$ cat config.mk
export PLATFORM = sky130hd
export DESIGN_NAME = tx_interp4
export DESIGN_NICKNAME = d
export VERILOG_FILES = /design/src/rtl/tx_interp4.sv
export SDC_FILE = /design/constraint.sdc
export NUM_CORES = 1
export LEC_CHECK = 0
export ABC_AREA = 1
export BUFFER_PORTS_ARGS = -buffer_cell sky130_fd_sc_hd__buf_4
export CORE_MARGIN = 5
export CORE_UTILIZATION = 40
export DETAILED_ROUTE_END_ITERATION = 8
export SETUP_SLACK_MARGIN = 0.1
export SYNTH_ARGS = -nofsm -noshare
export SYNTH_HDL_FRONTEND = slang
export SYNTH_SLANG_ARGS = --single-unit
$ cat constraint.sdc
create_clock -name clk -period 13.9 [get_ports clk]
set_input_delay 0.695 -clock clk [delete_from_list [all_inputs] [get_ports clk]]
set_output_delay 0.695 -clock clk [all_outputs]
set_load 0.05 [all_outputs]
$ cat src/rtl/tx_interp4.sv
// tx_interp4: transmit-side x4 linear interpolator for the I/Q baseband stream.
// One complex sample is accepted at most every 4 clocks through a single-entry
// buffer; one interpolated sample is produced per clock toward the DAC. The
// stream ramps from zero at start and back to zero when the source runs dry,
// so the DAC never sees a step.
//
//   state | meaning
//   ------+-------------------------------------------------------------
//   IDLE  | no stream; outputs held at 0, waiting for a buffered sample
//   RUN   | emitting one point per clock between prev and cur, ph = 0..3
//
// Within a block, output = ((4-ph)*prev + ph*cur) >>> 2. At ph==3 the block
// advances: the buffered sample becomes cur, or on underflow cur becomes 0
// (ramp-down block); a second empty block end returns to IDLE.

module tx_interp4 #(
   parameter int WIDTH = 14
) (
   input  logic             clk,
   input  logic             rst,
   input  logic             in_valid,
   output logic             in_ready,
   input  logic [WIDTH-1:0] data_in_I,
   input  logic [WIDTH-1:0] data_in_Q,
   output logic             out_valid,
   output logic [WIDTH-1:0] data_out_I,
   output logic [WIDTH-1:0] data_out_Q,
   output logic             underflow
);

   // Two guard bits hold 4*x and the weighted sum without overflow.
   localparam int IW = WIDTH + 2;

   typedef enum logic {
      IDLE = 1'b0,
      RUN  = 1'b1
   } state_t;

   state_t state, state_d;

   logic [1:0]       ph, ph_d;
   logic             nxt_full, nxt_full_d;
   logic [WIDTH-1:0] nxt_i, nxt_i_d, nxt_q, nxt_q_d;
   logic [WIDTH-1:0] prev_i, prev_i_d, prev_q, prev_q_d;
   logic [WIDTH-1:0] cur_i, cur_i_d, cur_q, cur_q_d;
   logic             zflag, zflag_d;
   logic             out_valid_d, underflow_d;
   logic [WIDTH-1:0] out_i_d, out_q_d;

   logic             accept;
   logic             block_end;
   logic [2:0]       w_cur, w_prev;
   logic signed [IW-1:0] wc_x, wp_x;
   logic signed [IW-1:0] prev_i_x, prev_q_x, cur_i_x, cur_q_x;
   logic signed [IW-1:0] sum_i, sum_q;
   logic [WIDTH-1:0] y_i, y_q;
   logic             unused_lsb;

   assign in_ready  = !nxt_full;
   assign accept    = in_valid && !nxt_full;
   assign block_end = (ph == 2'd3);

   // Weights for the current phase: prev gets 4-ph, cur gets ph.
   assign w_cur  = {1'b0, ph};
   assign w_prev = 3'd4 - w_cur;
   assign wc_x   = {{(IW-3){1'b0}}, w_cur};
   assign wp_x   = {{(IW-3){1'b0}}, w_prev};

   assign prev_i_x = {{2{prev_i[WIDTH-1]}}, prev_i};
   assign prev_q_x = {{2{prev_q[WIDTH-1]}}, prev_q};
   assign cur_i_x  = {{2{cur_i[WIDTH-1]}}, cur_i};
   assign cur_q_x  = {{2{cur_q[WIDTH-1]}}, cur_q};

   // Weighted sum of the two block endpoints, per rail.
   always_comb begin
      sum_i = wp_x * prev_i_x + wc_x * cur_i_x;
      sum_q = wp_x * prev_q_x + wc_x * cur_q_x;
   end

   // Dropping the two LSBs is the arithmetic shift by 2 (floor toward -inf).
   assign y_i        = sum_i[IW-1:2];
   assign y_q        = sum_q[IW-1:2];
   assign unused_lsb = ^{sum_i[1:0], sum_q[1:0]};

   // State register.
   always_ff @(posedge clk or negedge rst) begin
      if (!rst) state <= IDLE;
      else      state <= state_d;
   end

   // Next-state: start on a buffered sample, stop after an empty ramp-down block.
   always_comb begin
      state_d = state;
      case (state)
         IDLE:    if (nxt_full) state_d = RUN;
         RUN:     if (block_end && !nxt_full && zflag) state_d = IDLE;
         default: state_d = IDLE;
      endcase
   end

   // Output and datapath next values: buffer fill, block advance, interpolated point.
   always_comb begin
      ph_d        = ph;
      nxt_full_d  = nxt_full;
      nxt_i_d     = nxt_i;
      nxt_q_d     = nxt_q;
      prev_i_d    = prev_i;
      prev_q_d    = prev_q;
      cur_i_d     = cur_i;
      cur_q_d     = cur_q;
      zflag_d     = zflag;
      out_valid_d = 1'b0;
      out_i_d     = '0;
      out_q_d     = '0;
      underflow_d = 1'b0;

      // accept and consume are exclusive: consuming needs nxt_full, accepting needs !nxt_full
      if (accept) begin
         nxt_i_d    = data_in_I;
         nxt_q_d    = data_in_Q;
         nxt_full_d = 1'b1;
      end

      case (state)
         IDLE: begin
            if (nxt_full) begin
               cur_i_d    = nxt_i;
               cur_q_d    = nxt_q;
               prev_i_d   = '0;
               prev_q_d   = '0;
               ph_d       = 2'd0;
               nxt_full_d = 1'b0;
               zflag_d    = 1'b0;
            end
         end
         RUN: begin
            out_valid_d = 1'b1;
            out_i_d     = y_i;
            out_q_d     = y_q;
            ph_d        = ph + 2'd1;
            if (block_end) begin
               if (nxt_full) begin
                  prev_i_d   = cur_i;
                  prev_q_d   = cur_q;
                  cur_i_d    = nxt_i;
                  cur_q_d    = nxt_q;
                  nxt_full_d = 1'b0;
                  zflag_d    = 1'b0;
               end else if (!zflag) begin
                  prev_i_d    = cur_i;
                  prev_q_d    = cur_q;
                  cur_i_d     = '0;
                  cur_q_d     = '0;
                  zflag_d     = 1'b1;
                  underflow_d = 1'b1;
               end
            end
         end
         default: ;
      endcase
   end

   // Datapath and output registers; reset discards any queued sample.
   always_ff @(posedge clk or negedge rst) begin
      if (!rst) begin
         ph         <= 2'd0;
         nxt_full   <= 1'b0;
         nxt_i      <= '0;
         nxt_q      <= '0;
         prev_i     <= '0;
         prev_q     <= '0;
         cur_i      <= '0;
         cur_q      <= '0;
         zflag      <= 1'b0;
         out_valid  <= 1'b0;
         data_out_I <= '0;
         data_out_Q <= '0;
         underflow  <= 1'b0;
      end else begin
         ph         <= ph_d;
         nxt_full   <= nxt_full_d;
         nxt_i      <= nxt_i_d;
         nxt_q      <= nxt_q_d;
         prev_i     <= prev_i_d;
         prev_q     <= prev_q_d;
         cur_i      <= cur_i_d;
         cur_q      <= cur_q_d;
         zflag      <= zflag_d;
         out_valid  <= out_valid_d;
         data_out_I <= out_i_d;
         data_out_Q <= out_q_d;
         underflow  <= underflow_d;
      end
   end

endmodule
==> results of run 1 <==
logic make-up after synthesis:
logic type / count (synthesis)
buf+inv: 318
fa+ha+maj: 166
xor+xnor: 9
mux: 28
simple gates: 493
compound gates: 111
flops: 119
area by class of cell:
type	count	area, um2	area share [%]
Clock buffer	17	425	3.81
Clock inverter	15	218	1.95
Inverter	274	1030	9.24
Multi-Input combinational cell	807	5610	50.2
Sequential cell	119	2980	26.7
Tap cell	324	405	3.63
Timing Repair Buffer	66	495	4.44
worst max path at each step:
stage / from / endpoint / slack (ns) / depth (start not counted)
detailed placement: ph[1] / data_out_Q[13] / 8.33 / 21
global route: ph[1] / data_out_Q[13] / 7.82 / 19
CTS: ph[1] / data_out_Q[13] / 8.28 / 21
finish: ph[1] / data_out_Q[13] / 8.34 / 21
floorplan: ph[0] / data_out_I[11] / 9.12 / 22
global placement: ph[1] / data_out_Q[13] / 8.48 / 21
metal layers:
layer	vias up	part of all wire, %	GRT usage, %
met4	0	0.69	3.02
met5	-	0	0
met1	3528	54	25.4
met3	10	4.7	2.73
met2	153	41	23.3
li1	3851	-	-
registers in the layout, summed over array words and instances (netlist names):
signal,flops
out_valid,1
ph,2
data_out_I,14
data_out_Q,14
zflag,1
prev_i,14
prev_q,14
state,1
nxt_i,14
underflow,1
nxt_full,1
nxt_q,14
cur_i,14
cur_q,14
cell usage after synthesis:
library cell | instances | area share [%]
or2_4 | 1 | 0.089
inv_4 | 1 | 0.063
inv_2 | 1 | 0.038
a21boi_0 | 2 | 0.15
a21oi_1 | 31 | 1.6
xor2_1 | 3 | 0.27
o21bai_1 | 4 | 0.30
nor3_1 | 5 | 0.25
buf_4 | 3 | 0.23
fa_1 | 76 | 15
buf_6 | 9 | 1.0
inv_1 | 272 | 10
nand2_1 | 330 | 13
nand3_1 | 79 | 4.0
nand2_4 | 1 | 0.11
xnor2_1 | 6 | 0.53
ha_1 | 90 | 11
nand4_1 | 2 | 0.13
nor2_1 | 74 | 2.8
buf_1 | 8 | 0.30
clkbuf_2 | 1 | 0.051
clkbuf_1 | 17 | 0.65
dfrtp_1 | 119 | 30
nor2_4 | 1 | 0.11
a21o_1 | 3 | 0.23
o21ai_0 | 54 | 2.7
buf_2 | 6 | 0.30
mux2_2 | 28 | 3.2
o21ai_1 | 17 | 0.86
through the flow:
step | area (um2) | hold WS [ns]
floorplan | 9860 | 0.355
global placement | 10500 | 0.431
detailed placement | 10500 | 0.444
CTS | 11200 | 0.431
global route | 11200 | 0.479
finish | 11200 | 0.397
==> out/results.tsv, run 1 <==
stage	metric	value	unit
grt	gr ovfl total	0	
clock_tree	hold buffer count at CTS	0	
clock_tree	CTS tree	yes	
floorplan	Core ar.	24300	um2
sta	final hold vios	0	
placement	IO Port Bufs	61	
setup_path	CP bufs+invs	5	
setup_path	CP startpoint kind	flip-flop	
yosys	Ys Warns	0	
layout	most frequent cells in the layout	nand2_1, inv_1, dfrtp_1, ha_1, nand3_1	
setup_path	Req. time, crit path	14.21	ns
floorplan	die span in x	167	um
placement	placer congestion estimate	0.835	
setup_path	critical path's top delay family	adder cells	
floorplan	initial core utilization	40.6	%
setup_path	cell mode on critical path	nand2_1	
clock_tree	H-Tree Depth	4	
sta	max_slew headroom	19.9	%
setup_path	reg2reg path depth	21	
layout	Ant. Diodes	0	
yosys	combinational family with the most area after synthesis	adder cells	
job	max-cap check violation count	0	
yosys	Synth Instances	1244	
floorplan	Top Ports	62	
yosys	post-synthesis cell area	9860	um2
clock_tree	Clk pin slew, worst setup/hold paths	0.06	ns
yosys	syn_nets	1441	
sta	min Tclk post-route	5.56	ns
layout	Area growth syn-to-layout	13.2	%
layout	final non-filler cell total	1622	
clock_tree	cts repair resizes	0	
yosys	post-synthesis sequential element count	119	
placement	dpl hpwl	15.7	mm
setup_path	RR Startpoint	ph[1]	
routing	final antenna-violating net count	0	
clock_tree	root buffer cell	clkbuf_16	
layout	filler cell count	2431	
routing	Detailed Route WL	20.8	mm
grt	vias in the first global route	7627	
setup_path	path type of the worst setup path	reg -> reg	
sta	fin worst setup slack	8.34	ns
grt	first-pass GRT wire length	37.9	mm
layout	commonest non-fill, non-tap cell in the layout	nand2_1	
yosys	mux cell area share after synthesis	3.20	%
floorplan	Die Y	167	um
clock_tree	clock sinks	119	
run_status	outcome	finished clean	
placement	Placed Cells	1590	
sta	worst slew pin tran	1.20	ns
clock_tree	Clock Path Buffers	2	
setup_path	crit path DAT	5.87	ns
yosys	Compound-Gate Fraction of Synth Area	5.86	%
layout	fin util	45.9	%
layout	fraction of layout cells with a size suffix above 1	10.2	%
floorplan	num rows	57	
yosys	Avg Inst Size Synth	7.93	um2
sta	Setup TNS Final	0	ns
sta	setup violators final	0	
sta	fmax	0.180	GHz
yosys	Post-Synth Simple-Gate Area	20.1	%
setup_path	worst-path cell chain	inv_1 > ha_1 > nand2_1 > inv_1 > ha_1 > fa_1 > fa_1 > inv_1 > fa_1 > inv_1 > ha_1 > nand2_1 > inv_1 > nand2_1 > nand2_1 > nor2_1 > nor2_1 > nor2_1 > nand2_1 > nand2_1 > nor2_1	
routing	Starting DRT DRC Count	415	
routing	post-route DRC violation count	0	
clock_tree	Post CTS Setup Buffer Count	0	
routing	vias per inst	4.65	
routing	total number of vias	7542	
grt	initial antenna violation count	0	
routing	router iterations before antenna repair	4	
setup_path	critical path endpoint category	flip-flop	
grt	global-route total usage across every layer	16.1	%
sta	Slew Limit Fails	0	
sta	RSZ-0062 raised after global routing	no	
yosys	adder-cell share of the synthesized area	26.8	%
layout	# nets final	1482	
yosys	post-synthesis sequential area ratio	30.2	%
yosys	Synth cell types	29	
grt	largest net degree at the start of global routing	69	
clock_tree	Clock Latency Late Sink	0.41	ns
floorplan	Die Area	27900	um2
sta	fin crit share	40.0	%
setup_path	Largest stage delay, worst path	1.05	ns
yosys	XOR/XNOR Fraction of Synth Area	0.799	%
setup_path	Reg2Reg Setup Slack	8.34	ns
setup_path	crit path max-delay cell type	ha_1	
setup_path	critical path peak fanout	31	
worst_hold_path	Hold WC Path Type	in -> async	
setup_path	worst reg2reg path endpoint	data_out_Q[13]	
placement	pre-CTS WS	8.33	ns
clock_tree	TritonCTS Buffers	17	
routing	Wirelength per Cell	12.8	um
sta	clk_skew	0.0112	ns
Power of run 1 is not shown: default switching activity piles up to over one toggle a cycle in this logic, so the estimate is an artifact.
==> inputs of run 2 (changes only) <==
- clock period: 13.9 -> 5.5 ns (I/O delays scaled with it)
==> out/results.tsv, run 2 (synthesis results as in run 1) <==
stage	metric	value	unit	change
grt	first-pass GRT wire length	38.0	mm	was 37.9 mm
setup_path	Largest stage delay, worst path	1.04	ns	was 1.05 ns
run_status	outcome	finished clean		unchanged
sta	setup violators final	0		unchanged
clock_tree	TritonCTS Buffers	17		unchanged
layout	fin util	45.7	%	was 45.9%
placement	IO Port Bufs	61		unchanged
sta	final hold vios	0		unchanged
placement	placer congestion estimate	0.829		was 0.835
setup_path	CP startpoint kind	flip-flop		unchanged
setup_path	crit path DAT	5.05	ns	was 5.87 ns
floorplan	Die Y	167	um	unchanged
layout	Area growth syn-to-layout	12.7	%	was 13.2%
sta	fmax	0.211	GHz	was 0.180 GHz
setup_path	CP bufs+invs	4		was 5
floorplan	initial core utilization	40.6	%	unchanged
clock_tree	H-Tree Depth	4		unchanged
job	max-cap check violation count	0		unchanged
layout	Ant. Diodes	0		unchanged
setup_path	Reg2Reg Setup Slack	0.76	ns	was 8.34 ns
sta	clk_skew	0.0103	ns	was 0.0112 ns
sta	worst slew pin tran	1.17	ns	was 1.20 ns
clock_tree	Post CTS Setup Buffer Count	0		unchanged
worst_hold_path	Hold WC Path Type	in -> reg		was in -> async
routing	Starting DRT DRC Count	374		was 415
setup_path	crit path max-delay cell type	ha_1		unchanged
clock_tree	root buffer cell	clkbuf_16		unchanged
floorplan	die span in x	167	um	unchanged
setup_path	Req. time, crit path	5.81	ns	was 14.21 ns
routing	router iterations before antenna repair	5		was 4
grt	largest net degree at the start of global routing	67		was 69
sta	fin crit share	86.2	%	was 40.0%
clock_tree	hold buffer count at CTS	1		was 0
setup_path	worst-path cell chain	inv_1 > ha_1 > nand2_1 > inv_1 > ha_1 > fa_1 > inv_1 > fa_1 > inv_1 > fa_1 > ha_1 > nand2_1 > o21ai_0 > nand2_1 > nand3_1 > nand2_1 > nand2_1 > nor2_1		was inv_1 > ha_1 > nand2_1 > inv_1 > ha_1 > fa_1 > fa_1 > inv_1 > fa_1 > inv_1 > ha_1 > nand2_1 > inv_1 > nand2_1 > nand2_1 > nor2_1 > nor2_1 > nor2_1 > nand2_1 > nand2_1 > nor2_1
clock_tree	Clk pin slew, worst setup/hold paths	0.06	ns	about the same
routing	vias per inst	4.60		was 4.65
grt	gr ovfl total	0		unchanged
setup_path	critical path endpoint category	flip-flop		unchanged
floorplan	Die Area	27900	um2	unchanged
clock_tree	CTS tree	yes		unchanged
layout	# nets final	1485		was 1482
layout	filler cell count	2433		was 2431
clock_tree	clock sinks	119		unchanged
clock_tree	Clock Latency Late Sink	0.43	ns	was 0.41 ns
setup_path	critical path's top delay family	adder cells		unchanged
sta	max_slew headroom	21.8	%	was 19.9%
floorplan	Top Ports	62		unchanged
placement	dpl hpwl	15.7	mm	about the same
floorplan	Core ar.	24300	um2	unchanged
sta	Slew Limit Fails	0		unchanged
grt	global-route total usage across every layer	16.3	%	was 16.1%
routing	final antenna-violating net count	0		unchanged
layout	fraction of layout cells with a size suffix above 1	10.4	%	was 10.2%
sta	min Tclk post-route	4.74	ns	was 5.56 ns
grt	vias in the first global route	7593		was 7627
sta	Setup TNS Final	0	ns	unchanged
layout	commonest non-fill, non-tap cell in the layout	nand2_1		unchanged
routing	total number of vias	7468		was 7542
clock_tree	cts repair resizes	0		unchanged
routing	post-route DRC violation count	0		unchanged
setup_path	critical path peak fanout	31		unchanged
sta	RSZ-0062 raised after global routing	no		unchanged
floorplan	num rows	57		unchanged
setup_path	path type of the worst setup path	reg -> reg		unchanged
routing	Wirelength per Cell	12.9	um	was 12.8 um
grt	initial antenna violation count	0		unchanged
routing	Detailed Route WL	21.0	mm	was 20.8 mm
clock_tree	Clock Path Buffers	2		unchanged
layout	most frequent cells in the layout	nand2_1, inv_1, dfrtp_1, ha_1, nand3_1		unchanged
setup_path	cell mode on critical path	nand2_1		unchanged
[run 2: final timing paths]
kind	startpoint	depth (start not counted)	endpoint
min reg2reg	zflag	1	underflow
min	data_in_I[8]	2	nxt_i[8]
max in group asynchronous	rst	3	state
max	ph[1]	18	data_out_Q[10]
min in group asynchronous	rst	2	nxt_i[1]
max reg2reg	ph[1]	18	data_out_Q[10]
[run 2: final cells by class]
class	instances	area (um2)	area share [%]
clock buffer	19	453	4.08
clock inverter	13	114	1.02
inverter	274	1030	9.28
multi-input combinational	807	5610	50.5
sequential	119	2980	26.8
tap	324	405	3.65
timing repair buffer	69	520	4.68
[run 2: stage by stage]
| stage | instances | hold slack [ns] | worst slack [ns] | instance area (um2) |
|---|---|---|---|---|
| floorplan | 1244 | -0.0206 | 0.721 | 9860 |
| finish | 1625 | 0.0766 | 0.761 | 11100 |
| global route | 1625 | 0.0618 | 0.322 | 11100 |
| global placement | 1592 | 0.435 | 0.865 | 10500 |
| CTS | 1625 | 0.0604 | 0.778 | 11100 |
| detailed placement | 1592 | 0.439 | 0.796 | 10500 |
[run 2: per-layer routing]
metal  share of wire, %  global-route usage [%]  wire length (um)
met5                  0                       0                 0
met4               0.86                    3.52               180
met3                3.4                    2.70               707
met2                 42                    24.1              8830
met1                 54                    25.0             11300
Power of run 2 is left out for the same reason.
